[src/rtl/sigmoid_sym_pipe_if.sv]
// Valid/ready stream bundle for the sigmoid pipeline: one input channel, one output channel.
// slave is the pipeline side; master is the producer/consumer side.
interface sigmoid_sym_pipe_if #(
    parameter int DATA_W = 16
) ();
    logic              in_valid;
    logic              in_ready;
    logic [DATA_W-1:0] in_data;
    logic              out_valid;
    logic              out_ready;
    logic [DATA_W-1:0] out_data;

    modport slave (
        input  in_valid, in_data, out_ready,
        output in_ready, out_valid, out_data
    );

    modport master (
        output in_valid, in_data, out_ready,
        input  in_ready, out_valid, out_data
    );
endinterface

[src/rtl/sigmoid_sym_pipe.sv]
// Three-stage piecewise-linear sigmoid built on sigmoid(-x) = 1 - sigmoid(x):
// fold to |x|, evaluate shift-and-add segments, then unfold negative inputs.
module sigmoid_sym_pipe #(
    parameter int DATA_W = 16,
    parameter int FRAC_W = 8
) (
    input  logic                 clk,
    input  logic                 rst_n,
    sigmoid_sym_pipe_if.slave    bus
);
    localparam logic [DATA_W-1:0] ONE     = DATA_W'(1)  << FRAC_W;
    localparam logic [DATA_W-1:0] T_SAT   = DATA_W'(5)  << FRAC_W;        // 5.0
    localparam logic [DATA_W-1:0] T_HI    = DATA_W'(19) << (FRAC_W - 3);  // 2.375
    localparam logic [DATA_W-1:0] OFF_HI  = DATA_W'(27) << (FRAC_W - 5);  // 0.84375
    localparam logic [DATA_W-1:0] OFF_MID = DATA_W'(5)  << (FRAC_W - 3);  // 0.625
    localparam logic [DATA_W-1:0] OFF_LO  = DATA_W'(1)  << (FRAC_W - 1);  // 0.5
    localparam logic [DATA_W-1:0] MAX_POS = {1'b0, {(DATA_W-1){1'b1}}};
    localparam logic [DATA_W-1:0] MIN_NEG = {1'b1, {(DATA_W-1){1'b0}}};

    logic              s1_valid, s1_sgn;
    logic [DATA_W-1:0] s1_a;
    logic              s2_valid, s2_sgn;
    logic [DATA_W-1:0] s2_y;
    logic              s3_valid;
    logic [DATA_W-1:0] s3_data;

    logic              adv;
    logic              fold_sgn;
    logic [DATA_W-1:0] fold_a;
    logic [DATA_W-1:0] seg_y;
    logic [DATA_W-1:0] unfold_y;

    // All stages move in lockstep; a full output register only advances when drained.
    assign adv           = ~s3_valid | bus.out_ready;
    assign bus.in_ready  = adv;
    assign bus.out_valid = s3_valid;
    assign bus.out_data  = s3_data;

    // NOTE: combinational blocks assign every output first so no path can infer a latch.
    always_comb begin
        fold_sgn = bus.in_data[DATA_W-1];
        fold_a   = bus.in_data;
        if (fold_sgn) begin
            // Negating the most negative value would overflow back to itself.
            fold_a = (bus.in_data == MIN_NEG) ? MAX_POS : (~bus.in_data + DATA_W'(1));
        end
    end

    always_comb begin
        seg_y = (s1_a >> 2) + OFF_LO;
        if (s1_a >= T_SAT) begin
            seg_y = ONE;
        end else if (s1_a >= T_HI) begin
            seg_y = (s1_a >> 5) + OFF_HI;
        end else if (s1_a >= ONE) begin
            seg_y = (s1_a >> 3) + OFF_MID;
        end
    end

    // ONE - y in two's complement; y never exceeds ONE so the result stays in [0, ONE].
    assign unfold_y = s2_sgn ? (~s2_y + ONE + DATA_W'(1)) : s2_y;

    // NOTE: sequential state uses non-blocking assignments so every stage samples
    // the previous stage's pre-edge value regardless of statement order.
    always_ff @(posedge clk or negedge rst_n) begin
        if (!rst_n) begin
            s1_valid <= 1'b0;
            s1_sgn   <= 1'b0;
            s1_a     <= '0;
            s2_valid <= 1'b0;
            s2_sgn   <= 1'b0;
            s2_y     <= '0;
            s3_valid <= 1'b0;
            s3_data  <= '0;
        end else if (adv) begin
            s1_valid <= bus.in_valid;
            s1_sgn   <= fold_sgn;
            s1_a     <= fold_a;
            s2_valid <= s1_valid;
            s2_sgn   <= s1_sgn;
            s2_y     <= seg_y;
            s3_valid <= s2_valid;
            s3_data  <= unfold_y;
        end
    end
endmodule

[src/flat_wrapper.sv]
// flat-port wrapper written by rule: the top's interface ports become plain ports
module sigmoid_sym_pipe_flat 
#(
    parameter int DATA_W = 16,
    parameter int FRAC_W = 8
)
  (clk, rst_n, bus_in_valid, bus_in_data, bus_out_ready, bus_in_ready, bus_out_valid, bus_out_data);
  sigmoid_sym_pipe_if #(.DATA_W(DATA_W)) bus_i ();
  input  logic clk;
  input  logic rst_n;
  input wire logic [$bits(bus_i.in_valid)-1:0] bus_in_valid;
  input wire logic [$bits(bus_i.in_data)-1:0] bus_in_data;
  input wire logic [$bits(bus_i.out_ready)-1:0] bus_out_ready;
  output wire logic [$bits(bus_i.in_ready)-1:0] bus_in_ready;
  output wire logic [$bits(bus_i.out_valid)-1:0] bus_out_valid;
  output wire logic [$bits(bus_i.out_data)-1:0] bus_out_data;
  assign bus_i.in_valid = bus_in_valid;
  assign bus_i.in_data = bus_in_data;
  assign bus_i.out_ready = bus_out_ready;
  assign bus_in_ready = bus_i.in_ready;
  assign bus_out_valid = bus_i.out_valid;
  assign bus_out_data = bus_i.out_data;
  sigmoid_sym_pipe #(.DATA_W(DATA_W), .FRAC_W(FRAC_W)) u_core (.clk(clk), .rst_n(rst_n), .bus(bus_i));
endmodule
[config.mk]
export PLATFORM = sky130hd
export DESIGN_NAME = sigmoid_sym_pipe_flat
export DESIGN_NICKNAME = d
export VERILOG_FILES = /design/src/rtl/sigmoid_sym_pipe_if.sv /design/src/rtl/sigmoid_sym_pipe.sv /design/src/flat_wrapper.sv
export SDC_FILE = /design/constraint.sdc
export NUM_CORES = 1
export LEC_CHECK = 0
export CORE_ASPECT_RATIO = 0.9
export CORE_MARGIN = 3
export CORE_UTILIZATION = 50
export CTS_CLUSTER_SIZE = 20
export DETAILED_ROUTE_END_ITERATION = 8
export GPL_ROUTABILITY_DRIVEN = 1
export PLACE_DENSITY = 0.78
export SETUP_SLACK_MARGIN = 0.4
export SYNTH_ARGS = -nofsm -noshare
export SYNTH_HDL_FRONTEND = slang
export SYNTH_SLANG_ARGS = --single-unit
export TNS_END_PERCENT = 100
[constraint.sdc]
create_clock -name clk -period 2.5 [get_ports clk]
set_input_delay 0.25 -clock clk [delete_from_list [all_inputs] [get_ports clk]]
set_output_delay 0.25 -clock clk [all_outputs]
set_load 0.01 [all_outputs]
# After elaboration in Yosys (flattened, before gate mapping)
# Index checks and enable logic that the tools add are counted.
# Widths: inputs -> output; s select.
[word_totals]
regBits = 53
input_bits = 20
output_inout_bits = 18
wordCells = 28
[classes]
add_sub_neg = 6
n_lt_le_gt_ge = 3
eq_ne = 1
n_mux = 6
bitwise_logic = 4
[ops]
columns = ["operator", "count"]
rows = [
  ["$mux 16", 6],
  ["$add 16x1->16 const B", 2],
  ["$not 16->16", 2],
  ["$add 16x9->16 const B", 1],
  ["$eq 16x16->1 const B", 1],
  ["$ge 16x10->1 const B", 1],
  ["$ge 16x11->1 const B", 1],
  ["$ge 16x9->1 const B", 1],
  ["$add 14x8->15 const B", 1],
  ["$add 13x8->14 const B", 1],
  ["$add 11x8->12 const B", 1],
  ["$not 1->1", 1],
  ["$or 1x1->1", 1],
]

# Longest topological paths before layout
[logic_depth]
ltp_word = 4
depth_mapped = 8
ltp_nobuf = 7

# Worst setup path after synthesis
# OpenSTA, ideal clock, no wires.
[synth_path]
kind = "register to register"
startpoint = "register u_core.s1_a[10]"
endpoint = "register u_core.s2_y[6]"
setup_time_ns = 0.121
arrival_time_ns = 1.900
required_time_ns = 2.379
slack_ns = 0.479
stages_incl_launch_ff = 9
path_buffers = 2
period_less_slack_ns = 2.021
path_cell_list = "dfrtp_1 clkbuf_1 inv_1 ha_1 and4_1 a31o_1 buf_2 a211o_1 a22o_1"
[synth_between]
elab_chain_len = 4
word_cells_on_any_way = 7
classes_between = "add/sub: 1; order compare: 3; mux: 3"
[synth_rtl]
columns = ["element", "line", "text"]
rows = [
  ["from (decl)", "sigmoid_sym_pipe.sv:21", "logic [DATA_W-1:0] s1_a;"],
  ["from (signal assigned)", "sigmoid_sym_pipe.sv:78", "s1_a <= fold_a;"],
  ["$ge 16x9->1", "sigmoid_sym_pipe.sv:55", "end else if (s1_a >= ONE) begin"],
  ["$mux 16", "sigmoid_sym_pipe.sv:55", ""],
  ["$mux 16", "sigmoid_sym_pipe.sv:53", "end else if (s1_a >= T_HI) begin"],
  ["$mux 16 (*)", "sigmoid_sym_pipe.sv:51", "if (s1_a >= T_SAT) begin"],
  ["to (signal assigned)", "sigmoid_sym_pipe.sv:81", "s2_y <= seg_y;"],
  ["to (decl)", "sigmoid_sym_pipe.sv:23", "logic [DATA_W-1:0] s2_y;"],
]
# Mark *: on every way between the ends. The rest lies on a longest branch, timed or not.
# A chain may end at the register's enable or synchronous reset.

# Final worst setup path
[layout_path]
startpoint = "register u_core.s1_a[9]"
endpoint = "register u_core.s2_y[6]"
[layout_between]
elab_chain_len = 4
word_cells_on_any_way = 8
classes_between = "add/sub: 2; order compare: 3; mux: 3"
[layout_rtl]
columns = ["element", "line"]
rows = [
  ["$add 13x8->14 or $ge 16x9->1 (tied branches)", "sigmoid_sym_pipe.sv:56, sigmoid_sym_pipe.sv:55"],
  ["$mux 16", "sigmoid_sym_pipe.sv:55"],
  ["$mux 16", "sigmoid_sym_pipe.sv:53"],
  ["$mux 16 (*)", "sigmoid_sym_pipe.sv:51"],
]
# Marked as above.

==> metrics <==
status complete, no violations; Gate Count Post-Synth 321; Power Density 711 nW/µm²; synth top area cells dfrtp_1 44%, nand2_1 5.9%, xor2_1 5.6%; layout cells sized above 1 0.110; DIE HEIGHT between 70 and 80 µm; total gr overflow 0; sequential fraction of the synthesis area 0.438; Pre-Repair DR Iteration Count 4; Bufs on Longest Clock Path 2; Critical Path Source Type flip-flop; Placed Area ~3400 µm²; worst path cell trace inv_1 > ha_1 > nor3b_2 > and4_1 > or2_4 > a211o_1 > a22o_1; Seq pwr share 0.454; Reg2Reg Capture Point u_core.s2_y[6]; Mapped Area 2970 µm²; measured slew at the worst slew-check pin 0.556 ns; post-DR vias/cell 5.62; CTS Buf Count 5; Routed WL per cell 14.0 µm; R2R Path Start u_core.s1_a[9]; final setup skew approximately 0.0058 ns; worst vdd ir 0.404 mV; die width 87.2 µm; Worst EP arrival 2.22 ns; Reg2Reg Setup Slack 0.48 ns; area of the multi-input gates 1620 µm²; Skew-Pair Late Insertion Delay 0.30 ns; Hold Crit Class in2async; combinational share of power 0.324; CP Capture Point u_core.s2_y[6]; GPL Wtd Cong 0.961; via count 2,377; Residual DRC 0; TritonCTS clock tree yes; # fillers 455; CP Capture Type flip-flop; num ports 38; clk sink count 52; Synth top area share 0.438; Rel. slew slack 0.629; max_cap viols 0; Final Hold Fails 0; Port Buffer Count 37; # setup viols final 0; sw frac 0.341; die area ~6900 µm²; Mapped Avg Cell Area 9.25 µm²; worst-path maximum fanout 7; finished layout cell area 3580 µm²; Lkg Pwr 1.55 nW; Critical Path RT 2.69 ns; Clock Pin Slew Worst Setup and Hold Paths 0.09 ns; met3 WL between 200 and 250 µm; number of flops mapped to enable cells by yosys 0; Yosys top cell by area dfrtp_1; HPWL Detailed 4470 µm; critical path's slowest cell dfrtp_2; Row Count 25; global-route wire length before repair 10,400 µm; setup TNS 0 ns; WP buf/inv 1; uppermost routed layer met4; period utilization 0.808; post-layout total power ~2.5 mW; critical path class reg2reg; M1 wire length 2870 µm; largest net degree at the start of global routing 58; post-route minimum period 2.02 ns; total wire length a little under 6000 µm; syn nets 350; met2 wire len 2710 µm; GRT Resource Usage Total 0.188; max-slew violations 0; Post-synth ARST share 1.00; Clock power frac 0.222; final-stage net count between 300 and 400; Netlist cell types 55; crit-path leading delay family simple AND/OR/NAND/NOR gates; fin worst setup slack 0.479 ns; register area 1310 µm²; crit-path max cell delay 0.40 ns; unrepaired setup endpoints after global routing false; fmax 495 MHz; Yosys reg bits 52; Initial Util 0.539; pre-CTS setup slack approximately 0.33 ns; Area Overhead vs Synth 20.6%; Pint roughly 1.7 mW; vias in the first global route 2,265; area of the core 5510 µm²; Critical Path Stages 7; net switching power 867 µW; CTS H-tree lvls 2; Antenna diodes 0; Crit. Startpoint u_core.s1_a[9]; DRT antenna net count 0; YS warnings 0; root buf cell clkbuf_8; initial antenna violation count 0; Worst R2R Path Depth 7; Main synth FF type dfrtp_1; 1st-iter DRT viols 136
-- synthesized netlist by cell type (4+ instances only) --
cell type and instances:
nand3_1 5, o31ai_1 8, xor2_1 19, a31oi_1 9
clkbuf_1 9, xnor2_1 7, a21oi_1 7, nor2_1 22
nand2_1 47, dfrtp_1 52, inv_1 9, nor2b_1 4
ha_1 9, o21ai_0 23, mux2i_1 8, o21ai_1 8
and2_1 7, nor3_1 6
-- worst min path at each step --
stage | slack (ns) | end | depth (start not counted) | from
2_1_floorplan | -0.05 | u_core.bus.out_data[0] | 0 | rst_n
3_3_place_gp | 0.19 | u_core.bus.out_data[11] | 1 | rst_n
3_5_place_dp | 0.19 | u_core.bus.out_data[11] | 1 | rst_n
4_1_cts | 0.40 | u_core.bus.out_data[11] | 2 | rst_n
5_1_grt | 0.43 | u_core.bus.out_data[11] | 2 | rst_n
6_report | 0.39 | u_core.bus.out_data[11] | 2 | rst_n
-- power by group through the flow --
stage	combinational (mW)	clock, mW	sequential, mW
2_1_floorplan	0.513	0	1.13
3_3_place_gp	0.767	0	1.16
3_5_place_dp	0.783	0	1.16
4_1_cts	0.789	0.580	1.15
5_1_grt	0.923	0.613	1.18
6_report	0.824	0.565	1.15
-- routing by layer --
layer,vias to the layer above,GRT usage
met5,-,0
met2,60,0.294
met4,0,0.0736
met3,13,0.0249
met1,1099,0.264
li1,1205,-
-- stage by stage --
stage          hold WS (ns)  utilization  instances
2_1_floorplan       -0.0456            -        321
3_3_place_gp          0.192        0.613        412
3_5_place_dp          0.193        0.613        412
4_1_cts               0.397        0.636        421
5_1_grt               0.432        0.650        423
6_report              0.391        0.650        423
-- state kept, by name (all words and copies together) (netlist names) --
register              flops
u_core.bus.out_data      16
u_core.bus.out_valid      1
u_core.s1_a              16
u_core.s1_sgn             1
u_core.s1_valid           1
u_core.s2_sgn             1
u_core.s2_valid           1
u_core.s2_y              15
-- final cells by class --
type / count / share of cell area
clock inverter: 3 / 0.0119
sequential: 52 / 0.365
clock buffer: 5 / 0.0192
timing repair buffer: 44 / 0.118
tap: 67 / 0.0234
multi-input combinational: 242 / 0.452
inverter: 10 / 0.0105
-- cells by family after synthesis --
family                     Yosys count  synth area share
AOI/OAI and AO/OA                   79             0.172
xor gates and xnor gates            26            0.0767
adders and majority gates            9            0.0379
buffers and inverters               27            0.0392
DFF                                 52             0.438
muxes                               10            0.0346
and+or+nand+nor                    118             0.201
-- cells in the final DEF (no fill, tap or decap), drive strengths merged, types with 4 or more instances in the layout --
cell type / Yosys / layout
o21ai: 31 / 31
a21oi: 7 / 7
nor3: 9 / 9
inv: 9 / 9
mux2i: 8 / 8
dfrtp: 52 / 52
a31oi: 9 / 9
o31ai: 8 / 8
nand2: 47 / 47
clkdlybuf4s50: 0 / 36
ha: 9 / 9
xnor2: 7 / 7
and2: 7 / 7
xor2: 19 / 19
nor2: 23 / 23
clkbuf: 9 / 5
nor2b: 4 / 4
nand3: 5 / 5
buf: 8 / 7
-- what timing repair did --
action	CTS	global route
gates cloned	0	0
pin swaps	0	0
gates resized for setup	3	12
hold buffers	1	0
hold endpoints to repair	17	0
setup endpoints to repair	3	13
buffers inserted	0	2
(Power assumes the default switching activity.)
